File: src/rtl/adc_convst_pulse_gen.sv
// adc_convst_pulse_gen
// Periodic ADC conversion-start strobe generator. It divides the sample clock
// into a programmable period and high time, and runs either continuously or
// for a fixed-length burst. A run always starts with a full high phase and
// always stops on a period boundary, so it never produces a runt pulse.
//
// Optional build macro: CONVST_SYNC_EN
//   When it is defined, the block gets a 'sync' input. A rising edge on 'sync'
//   while busy restarts the period so that the strobe follows an external
//   reference such as PPS. When it is undefined, there is no port and no
//   resync logic.
module adc_convst_pulse_gen #(
  parameter int unsigned DIV_WIDTH   = 16,
  parameter int unsigned HIGH_WIDTH  = 8,
  parameter int unsigned BURST_WIDTH = 16
) (
  input  logic                   clk,
  input  logic                   rst,
  input  logic                   en,
  input  logic [DIV_WIDTH-1:0]   period,
  input  logic [HIGH_WIDTH-1:0]  high_cycles,
  input  logic [BURST_WIDTH-1:0] burst_count,
`ifdef CONVST_SYNC_EN
  input  logic                   sync,
`endif
  output logic                   sig,
  output logic                   busy,
  output logic                   done
);

  // Common width for comparing the period against the high time.
  localparam int unsigned CW = (DIV_WIDTH > HIGH_WIDTH) ? DIV_WIDTH : HIGH_WIDTH;

  typedef enum logic [1:0] {
    ST_IDLE = 2'd0,
    ST_HIGH = 2'd1,
    ST_LOW  = 2'd2
  } state_t;

  state_t                 state;

  // Run parameters captured at start; inputs are ignored while busy.
  logic [DIV_WIDTH-1:0]   p_sh;
  logic [DIV_WIDTH-1:0]   h_sh;
  logic [BURST_WIDTH-1:0] burst_sh;

  // 1-based position within the current period, and pulses issued this run.
  logic [DIV_WIDTH-1:0]   pcnt;
  logic [BURST_WIDTH-1:0] pulse_cnt;

  logic [CW-1:0]          period_ext;
  logic [CW-1:0]          high_ext;
  logic [CW-1:0]          p_clamp;
  logic [CW-1:0]          h_clamp;

  logic                   high_end;
  logic                   period_end;
  logic                   burst_hit;
  logic [BURST_WIDTH-1:0] pulse_next;
  logic                   sync_rise;

  // Clamp the requested timing to a legal pulse: P >= 2 and 1 <= H <= P-1.
  always_comb begin
    period_ext = CW'(period);
    high_ext   = CW'(high_cycles);
    p_clamp    = (period_ext < CW'(2)) ? CW'(2) : period_ext;
    if (high_ext == '0) begin
      h_clamp = CW'(1);
    end else if (high_ext >= p_clamp) begin
      h_clamp = p_clamp - CW'(1);
    end else begin
      h_clamp = high_ext;
    end
  end

  // Phase boundaries, the burst limit and the saturating pulse count.
  always_comb begin
    high_end   = (pcnt == h_sh);
    period_end = (pcnt == p_sh);
    burst_hit  = (burst_sh != '0) && (pulse_cnt >= burst_sh);
    if (burst_sh == '0) begin
      pulse_next = '0;
    end else if (pulse_cnt == {BURST_WIDTH{1'b1}}) begin
      pulse_next = pulse_cnt;
    end else begin
      pulse_next = pulse_cnt + BURST_WIDTH'(1);
    end
  end

`ifdef CONVST_SYNC_EN
  logic sync_q;

  // Keep the previous sync sample so that a rising edge can be detected.
  always_ff @(posedge clk or posedge rst) begin
    if (rst) begin
      sync_q <= 1'b0;
    end else begin
      sync_q <= sync;
    end
  end

  assign sync_rise = sync & ~sync_q;
`else
  assign sync_rise = 1'b0;
`endif

  // Strobe FSM: IDLE -> HIGH (H clocks) -> LOW (P-H clocks) -> HIGH or IDLE.
  always_ff @(posedge clk or posedge rst) begin
    if (rst) begin
      state     <= ST_IDLE;
      sig       <= 1'b0;
      busy      <= 1'b0;
      done      <= 1'b0;
      p_sh      <= '0;
      h_sh      <= '0;
      burst_sh  <= '0;
      pcnt      <= '0;
      pulse_cnt <= '0;
    end else begin
      done <= 1'b0;
      case (state)
        ST_IDLE: begin
          if (en) begin
            p_sh      <= DIV_WIDTH'(p_clamp);
            h_sh      <= DIV_WIDTH'(h_clamp);
            burst_sh  <= burst_count;
            pcnt      <= DIV_WIDTH'(1);
            pulse_cnt <= (burst_count == '0) ? '0 : BURST_WIDTH'(1);
            state     <= ST_HIGH;
            sig       <= 1'b1;
            busy      <= 1'b1;
          end
        end

        ST_HIGH: begin
          if (sync_rise) begin
            // A reference edge starts a fresh pulse immediately.
            pcnt      <= DIV_WIDTH'(1);
            pulse_cnt <= pulse_next;
            sig       <= 1'b1;
          end else if (high_end) begin
            pcnt  <= pcnt + DIV_WIDTH'(1);
            state <= ST_LOW;
            sig   <= 1'b0;
          end else begin
            pcnt <= pcnt + DIV_WIDTH'(1);
          end
        end

        ST_LOW: begin
          if (period_end) begin
            // A stop or the burst end takes priority over continuing or resyncing.
            if (!en || burst_hit) begin
              state     <= ST_IDLE;
              sig       <= 1'b0;
              busy      <= 1'b0;
              done      <= 1'b1;
              pcnt      <= '0;
              pulse_cnt <= '0;
            end else begin
              state     <= ST_HIGH;
              sig       <= 1'b1;
              pcnt      <= DIV_WIDTH'(1);
              pulse_cnt <= pulse_next;
            end
          end else if (sync_rise) begin
            state     <= ST_HIGH;
            sig       <= 1'b1;
            pcnt      <= DIV_WIDTH'(1);
            pulse_cnt <= pulse_next;
          end else begin
            pcnt <= pcnt + DIV_WIDTH'(1);
          end
        end

        default: begin
          state     <= ST_IDLE;
          sig       <= 1'b0;
          busy      <= 1'b0;
          pcnt      <= '0;
          pulse_cnt <= '0;
        end
      endcase
    end
  end

endmodule

File: config.mk
export PLATFORM = sky130hd
export DESIGN_NAME = adc_convst_pulse_gen
export DESIGN_NICKNAME = d
export VERILOG_FILES = /design/src/rtl/adc_convst_pulse_gen.sv
export SDC_FILE = /design/constraint.sdc
export NUM_CORES = 1
export LEC_CHECK = 0
export ABC_AREA = 1
export ABC_CLOCK_PERIOD_IN_PS = 2900
export CELL_PAD_IN_SITES_DETAIL_PLACEMENT = 0
export CELL_PAD_IN_SITES_GLOBAL_PLACEMENT = 1
export CORE_MARGIN = 5
export CORE_UTILIZATION = 39
export DETAILED_ROUTE_END_ITERATION = 10
export HOLD_SLACK_MARGIN = 0.1
export PLACE_DENSITY = 0.76
export SLEW_MARGIN = 30
export SYNTH_ARGS = -nofsm -noshare
export SYNTH_HDL_FRONTEND = slang
export SYNTH_SLANG_ARGS = --single-unit
File: constraint.sdc
create_clock -name clk -period 2.9 [get_ports clk]
set_clock_uncertainty 0.05 [all_clocks]
set_input_delay 0.87 -clock clk [delete_from_list [all_inputs] [get_ports clk]]
set_output_delay 0.87 -clock clk [all_outputs]
set_load 0.03 [all_outputs]
==> results.md, run 1 <==
- PortBufs: 45
- Dpl hpwl: 10.6 mm
- DR vias/cell: 4.99
- Largest net degree at the start of global routing: 86
- Filler cell count: 1388
- Max Slew Vio Count: 0
- Hold worst-path end: busy$_DFFE_PP0P_
- Area grow syn2layout: 27.2%
- Number of synthesized flops with an enable pin: 0
- Num CTS Buffers: 9
- Worst hold-check path type: flip-flop to flip-flop
- Syn avg cell area: 7.40 um2
- Drt initial violations: 325
- Post-Route WL: 14.1 mm
- Die height: 128 um
- Worst-margin pin slew: 518 ps
- Global-route wire length before repair: 23.9 mm
- CTS H-tree lvls: 3
- Post-route DRC: 0
- Core Rows: 43
- Congestion Overflow GR: 0
- Final ANT Viol Nets: 0
- Synth warn: 0
- Final Total Pwr: 0.00518 W
- Pwr Density: 751 mW/mm2
- Die area: 0.0164 mm2
- Die extent in x: 128 um
- CP Class: input pin to flip-flop
- Via count: 5022
- Worst relative slew slack: 65.3%
- Placed cell count: 987
- Clk sinks: 85
- Average wire per standard cell: 14.0 um
- Cell breakdown of the critical path: clkdlybuf4s50_1 > inv_1 > nand2_1 > nor2_2 > nand2_2 > nand2_2 > inv_2 > buf_4 > ha_1 > nand2_1 > nor3_1 > nand2_1 > xor2_1 > nand3_1 > o21ai_0
- Fmax: 368 MHz
- Layout cell share with drive strength beyond 1: 14.1%
- FF-to-FF path depth: 11
- Largest fanout on the critical path: 3
- ANT cells: 0
- Starting Density: 39.4%
- Status: finished clean
- Hold_ws: 436 ps
- Asr flop ratio synth: 100%
- Max-cap viol count: 0
- Finish-stage setup viols: 0
- Setup TNS: 0 ps
- Slowest CP cell: clkdlybuf4s50_1
- Non-filler instance count after layout: 1007
- Critical Path Start Type: input pin
- Gr usage total: 18.0%
- Post-synthesis sequential area ratio: 39.2%
- Worst hold start: busy$_DFFE_PP0P_
- TritonCTS clock tree: yes
- Later-pin clock latency in the skew report: 340 ps
- DR pass1 iterations: 4
- Synthesized net count: 802
- Syn Inst Count: 732
- Final hold vios: 0
- Fin nets: 892
- Period minus WS final: 2720 ps
- Post-synthesis cell area: 0.00542 mm2
- Capturing point of the worst reg2reg path: pulse_cnt[11]$_DFFE_PP0P_
- Peak supply drop: 0.423 mV
- Leak: 3.38 nW
- GP Congestion: 0.870
- Initial antenna violation count: 0
- Post-route clock period utilization: 93.8%
- Leading register cell type out of synthesis: dfrtp_1
- Post-synthesis register bit count: 85
- Hold-fix buffers at CTS: 0
- CP max stage delay: 470 ps
- Cell count of the worst hold path: 2
- Unique masters post-synth: 38
- WP data required: 3070 ps
- Core area: 0.0138 mm2
- Vias in the first global route: 4936
- RSZ-0062 raised after global routing: no
- Root buffer cell: clkbuf_16
- Crit path DAT: 2890 ps
- Clk slew on worst S/H paths: 70 ps
- Flop2flop setup slack: 590 ps
- Crit-path most repeated cell: nand2_1
- Reg2reg start: pulse_cnt[11]$_DFFE_PP0P_
- CTS max path bufs: 2
- CP Capture Type: flip-flop
- I/O Pins: 46
-- logic make-up after synthesis --
| kind of cell | Yosys count | synth area share (%) |
|---|---|---|
| simple gates | 404 | 33.1 |
| buf+inv | 105 | 7.69 |
| flops | 85 | 39.2 |
| compound gates | 72 | 7.39 |
| xor+xnor | 39 | 6.30 |
| fa+ha+maj | 27 | 6.23 |
-- through the flow --
step	setup WS [ps]	util (%)	cell area (um2)
2_1_floorplan	83.5	-	5430
3_3_place_gp	-484	46.5	6400
3_5_place_dp	-593	46.5	6400
4_1_cts	13.4	49.4	6800
5_1_grt	60.3	50.1	6890
6_report	179	50.1	6890
-- timing repair --
action,in CTS,in global routing
gates cloned,0,1
pin swaps,5,14
setup buffers,1,2
resized for setup,12,30
setup endpoints to repair,12,12
-- how the worst max path moves through the flow --
stage               from  depth (start not counted)                    to  slack (ps)
3_5_place_dp   period[9]                         19   h_sh[6]$_DFFE_PP0P_        -590
4_1_cts        period[9]                         18   h_sh[4]$_DFFE_PP0P_          10
6_report       period[1]                         15  h_sh[14]$_DFFE_PP0P_         180
2_1_floorplan  period[8]                         17   h_sh[2]$_DFFE_PP0P_          80
3_3_place_gp   period[8]                         19   h_sh[6]$_DFFE_PP0P_        -480
5_1_grt        period[1]                         19   h_sh[6]$_DFFE_PP0P_          60
-- power by group --
| part | switching (W) | internal, W | total, W | leakage (nW) |
|---|---|---|---|---|
| Sequential | 0.000223 | 0.00152 | 0.00175 | 1.11 |
| Clock | 0.000508 | 0.000875 | 0.00138 | 0.174 |
| Combinational | 0.00130 | 0.000746 | 0.00205 | 2.10 |
| Total | 0.00203 | 0.00314 | 0.00518 | 3.38 |
-- routing by layer --
layer	up-vias	track usage, %	share of wire (%)
li1	2540	-	-
met1	2389	26.0	50
met2	83	28.2	45
met3	10	2.63	3.8
met4	0	5.12	0.98
met5	-	0	0
-- critical path: cells and delay by family --
kind                       cells  cell delay (ps)
and+or+nand+nor                8              910
AOI/OAI and AO/OA              1               70
xor gates and xnor gates       1              160
buffers and inverters          4              710
adders and majority gates      1              160
-- registers in the layout, summed over array words and instances, names as in the netlist --
name / flops
sig: 1
pulse_cnt: 16
burst_sh: 16
done: 1
h_sh: 16
state: 2
p_sh: 16
busy: 1
pcnt: 16
-- synthesized netlist by cell type, types with 2 or more instances --
master	number	area share, %
nor2_2	2	0.23
xnor2_1	10	1.6
o22ai_1	3	0.35
a21oi_1	19	1.8
nand2_1	212	15
dfrtp_1	85	39
nand3_2	3	0.55
nand3b_1	2	0.28
a211oi_1	2	0.28
buf_2	6	0.55
nor4_1	9	1.0
buf_4	2	0.28
nand2_4	2	0.42
nand3_1	48	4.4
xor2_1	29	4.7
nor3_2	3	0.55
o211ai_1	2	0.28
or2_2	6	0.69
o21ai_0	41	3.8
nor2_1	75	5.2
clkbuf_1	10	0.69
nor3_1	16	1.5
inv_1	82	5.7
ha_1	27	6.2
nand4_1	20	2.3
inv_2	4	0.28
-- placed cells by master, fill, tap and decap left out, drive strengths merged --
cell type | synthesis | layout
a211oi | 2 | 2
a31oi | 2 | 2
inv | 86 | 88
xor2 | 29 | 29
clkdlybuf4s50 | 0 | 31
o21ai | 42 | 42
o211ai | 2 | 2
a21oi | 19 | 19
nor4 | 9 | 9
bufinv | 0 | 3
dfrtp | 85 | 85
clkbuf | 10 | 10
nand2 | 215 | 215
dlymetal6s2s | 0 | 14
or2 | 7 | 7
o22ai | 3 | 3
clkinvlp | 0 | 1
xnor2 | 10 | 10
nand3 | 52 | 52
ha | 27 | 27
nand4 | 21 | 21
nor3 | 20 | 20
a21o | 1 | 1
nand3b | 2 | 2
a21boi | 1 | 1
buf | 9 | 53
nor2 | 78 | 78
-- cell type report --
type	instances	area (um2)	area share, %
multi-input cells	542	2950	42.8
clock buffers	10	239	3.47
flip-flops and latches	85	2130	30.9
well taps	180	225	3.27
inverters	86	327	4.74
clock inverters	6	116	1.69
repair buffers	98	912	13.2
Note: power is estimated with default switching activity, not from simulation.
==> run 2, diff against run 1 <==
- CORE_MARGIN: 5 -> unset
- HOLD_SLACK_MARGIN: 0.1 -> unset
- SKIP_LAST_GASP: unset -> 1
==> results.md, run 2 (synthesis gave the netlist of run 1 again) <==
- Status: finished clean
- Cell breakdown of the critical path: clkdlybuf4s50_1 > nor2_2 > nand2_1 > nor2_2 > nand2_2 > buf_4 > nand2_1 > inv_1 > ha_1 > inv_1 > a21oi_2 > o21ai_1 > nand2_1 > o211ai_1 > nand2_1 > nand2_2 > buf_6 > nand2_1 > nand2_1 > o21ai_0
- TritonCTS clock tree: yes
- Final ANT Viol Nets: 0 (unchanged)
- Starting Density: 40.4% (+1.1 points)
- WP data required: 3070 ps (about the same)
- Largest fanout on the critical path: 8 (+5)
- Worst setup margin: 84.9 ps (-94.1 ps)
- Worst relative slew slack: 55.7% (-9.6 points)
- GP Congestion: 0.847 (-2.7%)
- CTS max path bufs: 2 (unchanged)
- Final Total Pwr: 0.00484 W (-6.5%)
- PortBufs: 45 (unchanged)
- Congestion Overflow GR: 0 (unchanged)
- DR vias/cell: 5.00 (+0.30%)
- Setup TNS: 0 ps (unchanged)
- Placed cell count: 978 (-0.91%)
- Post-Route WL: 13.8 mm (-1.9%)
- Worst slack, placed: -686 ps (-92.9 ps)
- CP Capture Type: flip-flop
- Non-filler instance count after layout: 996 (-1.1%)
- Fmax: 355 MHz (-3.3%)
- Area grow syn2layout: 24.2%
- Clk slew on worst S/H paths: 60 ps (about the same)
- ANT cells: 0 (unchanged)
- Die extent in x: 120 um (-6.3%)
- Root buffer cell: clkbuf_16
- Global-route wire length before repair: 23.7 mm (-0.69%)
- Fin nets: 887 (-0.56%)
- I/O Pins: 46 (unchanged)
- Register area: 0.00213 mm2 (unchanged)
- CP Class: input pin to flip-flop
- Final hold vios: 0 (unchanged)
- Finish-stage setup viols: 0 (unchanged)
- Most common cell after layout, fill and taps aside: nand2_1
- Drt initial violations: 282 (-13%)
- Vias in the first global route: 4871 (-1.3%)
- Die area: 0.0144 mm2 (-12%)
- Num CTS Buffers: 9 (unchanged)
- Peak supply drop: 0.444 mV (+4.8%)
- Critical Path Start Type: input pin
- DR pass1 iterations: 5 (+1)
- Later-pin clock latency in the skew report: 340 ps (about the same)
- Pwr Density: 719 mW/mm2 (-4.3%)
- Dpl hpwl: 10.5 mm (-1.3%)
- Post-route DRC: 0 (unchanged)
- Period minus WS final: 2820 ps (+94.1 ps)
- Worst hold-check path type: flip-flop to flip-flop
- Largest net degree at the start of global routing: 86 (unchanged)
- Die height: 120 um (-6.3%)
- CP max stage delay: 450 ps (-20 ps)
- Crit-path most repeated cell: nand2_1
- Area of the multi-input gates: 0.00295 mm2 (about the same)
- Slowest CP cell: clkdlybuf4s50_1
- Core area: 0.0134 mm2 (-2.7%)
- Hold_ws: 426 ps (-10.5 ps)
- Gr usage total: 20.8% (+2.8 points)
- CTS H-tree lvls: 3 (unchanged)
- Filler cell count: 1349 (-2.8%)
- CP top delay family: buffers and inverters
- Max Slew Vio Count: 0 (unchanged)
- Core Rows: 42 (-2.3%)
- WP buf/inv: 5 (+1)
- Average wire per standard cell: 13.9 um (-0.85%)
- Crit path DAT: 2980 ps (+90 ps)
- Max-cap viol count: 0 (unchanged)
- Clk sinks: 85 (unchanged)
- Via count: 4982 (-0.80%)
- Post-route clock period utilization: 97.1% (+3.2 points)
- Initial antenna violation count: 0 (unchanged)
- Layout cell share with drive strength beyond 1: 12.8% (-1.3 points)
- Leak: 3.27 nW (-3.4%)
- Highest-count cells in the layout ignoring fill and taps: 208 x nand2_1, 85 x dfrtp_1, 79 x inv_1, 68 x nor2_1, 47 x nand3_1
- Worst-margin pin slew: 661 ps (+143 ps)
-- run 2: area by class of cell --
cell class | count | area share (%)
Multi-Input combinational cell | 542 | 43.8
Sequential cell | 85 | 31.6
Timing Repair Buffer | 93 | 12.8
Inverter | 86 | 4.85
Clock buffer | 11 | 3.46
Tap cell | 176 | 3.27
Clock inverter | 3 | 0.223
-- run 2: power by group --
part | switching [W] | total (W) | internal (W) | leakage [nW]
Clock | 0.000449 | 0.00102 | 0.000566 | 0.125
Combinational | 0.00132 | 0.00207 | 0.000746 | 2.04
Sequential | 0.000228 | 0.00175 | 0.00152 | 1.11
-- run 2: worst paths after layout --
check                           slack (ps)                  from  cells after the start                        end
worst min-delay path                   430       sig$_DFFE_PP0P_                      2            sig$_DFFE_PP0P_
worst min register to register         430       sig$_DFFE_PP0P_                      2            sig$_DFFE_PP0P_
max in group asynchronous             1460                   rst                      3  pulse_cnt[12]$_DFFE_PP0P_
worst max-delay path                    80             period[2]                     20        h_sh[7]$_DFFE_PP0P_
min in group asynchronous              970                   rst                      3        p_sh[8]$_DFFE_PP0P_
worst max register to register         260  pcnt[13]$_DFFE_PP0P_                     10  pulse_cnt[14]$_DFFE_PP0P_
-- run 2: layer usage --
metal	routed length [um]	GRT usage [%]	vias up
li1	-	-	2529
met3	483	4.33	5
met4	74	4.06	0
met1	7270	30.6	2384
met2	6000	31.6	64
met5	0	0	-
-- run 2: through the flow --
| step | utilization (%) | cell area [um2] |
|---|---|---|
| after floorplan | - | 5430 |
| after global placement | 47.5 | 6360 |
| after detailed placement | 47.5 | 6360 |
| after CTS | 49.6 | 6650 |
| after global routing | 50.2 | 6730 |
| final | 50.2 | 6730 |
-- run 2: worst min-delay path: cells and delay by family, from the launching register on --
| kind | cells | cell delay [ps] |
|---|---|---|
| flops | 1 | 340 |
| simple gates | 2 | 100 |
-- run 2: repair_timing --
action                                  in CTS  in global routing
pin swaps                                    7                 10
hold buffers                                 0                  0
endpoints found under the setup margin      12                 12
setup buffers                                1                  3
resized for setup                           17                 21
endpoints found under the hold margin        0                  0
==> run 3, diff against run 2 <==
- REMOVE_ABC_BUFFERS: unset -> 1
- SLEW_MARGIN: 30 -> 40
==> results.md, run 3 (synthesis gave the netlist of run 1 again) <==
- DR vias/cell: 4.94 (-1.3%)
- Core Rows: 42 (unchanged)
- Largest fanout on the critical path: 7 (-1)
- Max Slew Vio Count: 0 (unchanged)
- Starting Density: 40.4% (unchanged)
- Via count: 4966 (-0.32%)
- Worst hold start: busy$_DFFE_PP0P_
- FF-to-FF path depth: 11 (+1)
- Die area: 0.0144 mm2 (unchanged)
- Max-cap viol count: 0 (unchanged)
- Cell count of the worst hold path: 2 (unchanged)
- Hold worst-path end: busy$_DFFE_PP0P_
- Most common cell after layout, fill and taps aside: nand2_1
- Period minus WS final: 2740 ps (-70.6 ps)
- PortBufs: 45 (unchanged)
- Reg2reg start: pulse_cnt[11]$_DFFE_PP0P_
- Num CTS Buffers: 9 (unchanged)
- Placed instance area: 0.00637 mm2 (about the same)
- Die height: 120 um (unchanged)
- Core area: 0.0134 mm2 (unchanged)
- Hold_ws: 430 ps (+3.91 ps)
- WP data required: 3080 ps (about the same)
- ANT cells: 0 (unchanged)
- Hold-fix buffers at CTS: 0 (unchanged)
- Vias in the first global route: 4970 (+2.0%)
- Post-route clock period utilization: 94.6% (-2.4 points)
- Later-pin clock latency in the skew report: 340 ps (about the same)
- Gr usage total: 20.9% (+0.027 points)
- Final ANT Viol Nets: 0 (unchanged)
- TritonCTS clock tree: yes
- GP Congestion: 0.912 (+7.8%)
- Drt initial violations: 295 (+4.6%)
- CTS H-tree lvls: 3 (unchanged)
- Peak supply drop: 0.326 mV (-27%)
- Crit path DAT: 2920 ps (-60 ps)
- Leak: 3.36 nW (+2.8%)
- Worst-margin pin slew: 668 ps (+7.14 ps)
- Congestion Overflow GR: 0 (unchanged)
- Root buffer cell: clkbuf_16
- Pwr Density: 724 mW/mm2 (+0.83%)
- Final instance area: 0.00685 mm2 (+1.7%)
- Fin nets: 895 (+0.90%)
- Layout cell share with drive strength beyond 1: 14.1% (+1.3 points)
- Area grow syn2layout: 26.3%
- Initial antenna violation count: 0 (unchanged)
- Final Total Pwr: 0.00496 W (+2.5%)
- CP Capture Type: flip-flop
- Final hold vios: 0 (unchanged)
- DR pass1 iterations: 5 (unchanged)
- Average wire per standard cell: 14.0 um (+0.60%)
- Dpl hpwl: 10.6 mm (+0.51%)
- Highest-count cells in the layout ignoring fill and taps: 206 x nand2_1, 85 x dfrtp_1, 79 x inv_1, 67 x nor2_1, 53 x buf_4
- Status: finished clean
- Post-Route WL: 14.1 mm (+1.6%)
- RSZ-0062 raised after global routing: no
- Die extent in x: 120 um (unchanged)
- Largest net degree at the start of global routing: 86 (unchanged)
- I/O Pins: 46 (unchanged)
- Worst relative slew slack: 55.1% (-0.63 points)
- Worst hold-check path type: flip-flop to flip-flop
- Capturing point of the worst reg2reg path: pulse_cnt[8]$_DFFE_PP0P_
- Flop2flop setup slack: 440 ps (+180 ps)
- Finish-stage setup viols: 0 (unchanged)
- Critical Path Start Type: input pin
- CP Class: input pin to flip-flop
- Clk slew on worst S/H paths: 60 ps (about the same)
- Fmax: 364 MHz (+2.6%)
- Global-route wire length before repair: 23.5 mm (-1.0%)
- Clk sinks: 85 (unchanged)
- Post-route DRC: 0 (unchanged)
- CTS max path bufs: 2 (unchanged)
run 3: what timing repair did:
action	4_1_cts	5_1_grt
pin swaps	11	12
setup buffers	6	4
gates resized for setup	16	21
setup endpoints to repair	12	12
endpoints found under the hold margin	0	0
cloned	0	1
run 3: area by class of cell:
| class | instances | area (um2) |
|---|---|---|
| fill | 1337 | 6550 |
| multi-input combinational | 542 | 2940 |
| sequential | 85 | 2130 |
| timing repair buffer | 101 | 943 |
| inverter | 86 | 324 |
| clock buffer | 11 | 243 |
| tap | 176 | 220 |
| clock inverter | 5 | 50.0 |
run 3: layer usage:
metal,GRT usage (%),part of all wire [%]
met1,25.1,45
met4,7.58,1.9
met2,38.0,51
met5,0,0
met3,2.47,2.5
run 3: stage by stage:
stage / instances / setup TNS [ps] / setup WS (ps) / util, %
global placement: 979 / -5780 / -587 / 47.5
floorplan: 713 / -24370 / -506 / -
detailed placement: 979 / -6450 / -643 / 47.5
global route: 1006 / 0 / 23.7 / 51.1
finish: 1006 / 0 / 156 / 51.1
CTS: 1001 / 0 / 26.0 / 50.3
run 3: worst max-delay path by stage:
stage | startpoint | to | slack [ps] | cells after the start
CTS | period[11] | h_sh[5]$_DFFE_PP0P_ | 30 | 19
detailed placement | period[13] | h_sh[5]$_DFFE_PP0P_ | -640 | 19
global placement | period[13] | h_sh[3]$_DFFE_PP0P_ | -590 | 19
finish | period[12] | h_sh[5]$_DFFE_PP0P_ | 160 | 19
global route | period[12] | h_sh[3]$_DFFE_PP0P_ | 20 | 19
floorplan | en | h_sh[6]$_DFFE_PP0P_ | -510 | 8
run 3: power breakdown:
| group | total [W] | switching [W] | internal [W] |
|---|---|---|---|
| Combinational | 0.00206 | 0.00132 | 0.000744 |
| Clock | 0.00115 | 0.000464 | 0.000685 |
| Sequential | 0.00175 | 0.000229 | 0.00152 |
run 3: critical path, cell delays in order:
cell	delay [ps]
dlygate4sd2_1	250
nor2_2	120
nand2_2	100
nor2_4	150
nand2_2	90
nand2_1	60
inv_1	70
ha_4	270
a21oi_1	50
o21ai_1	110
nand2_1	60
o211ai_1	90
nand2_1	110
nand2_2	130
buf_12	130
buf_4	110
nand2_1	40
nand2_1	60
o21ai_1	50
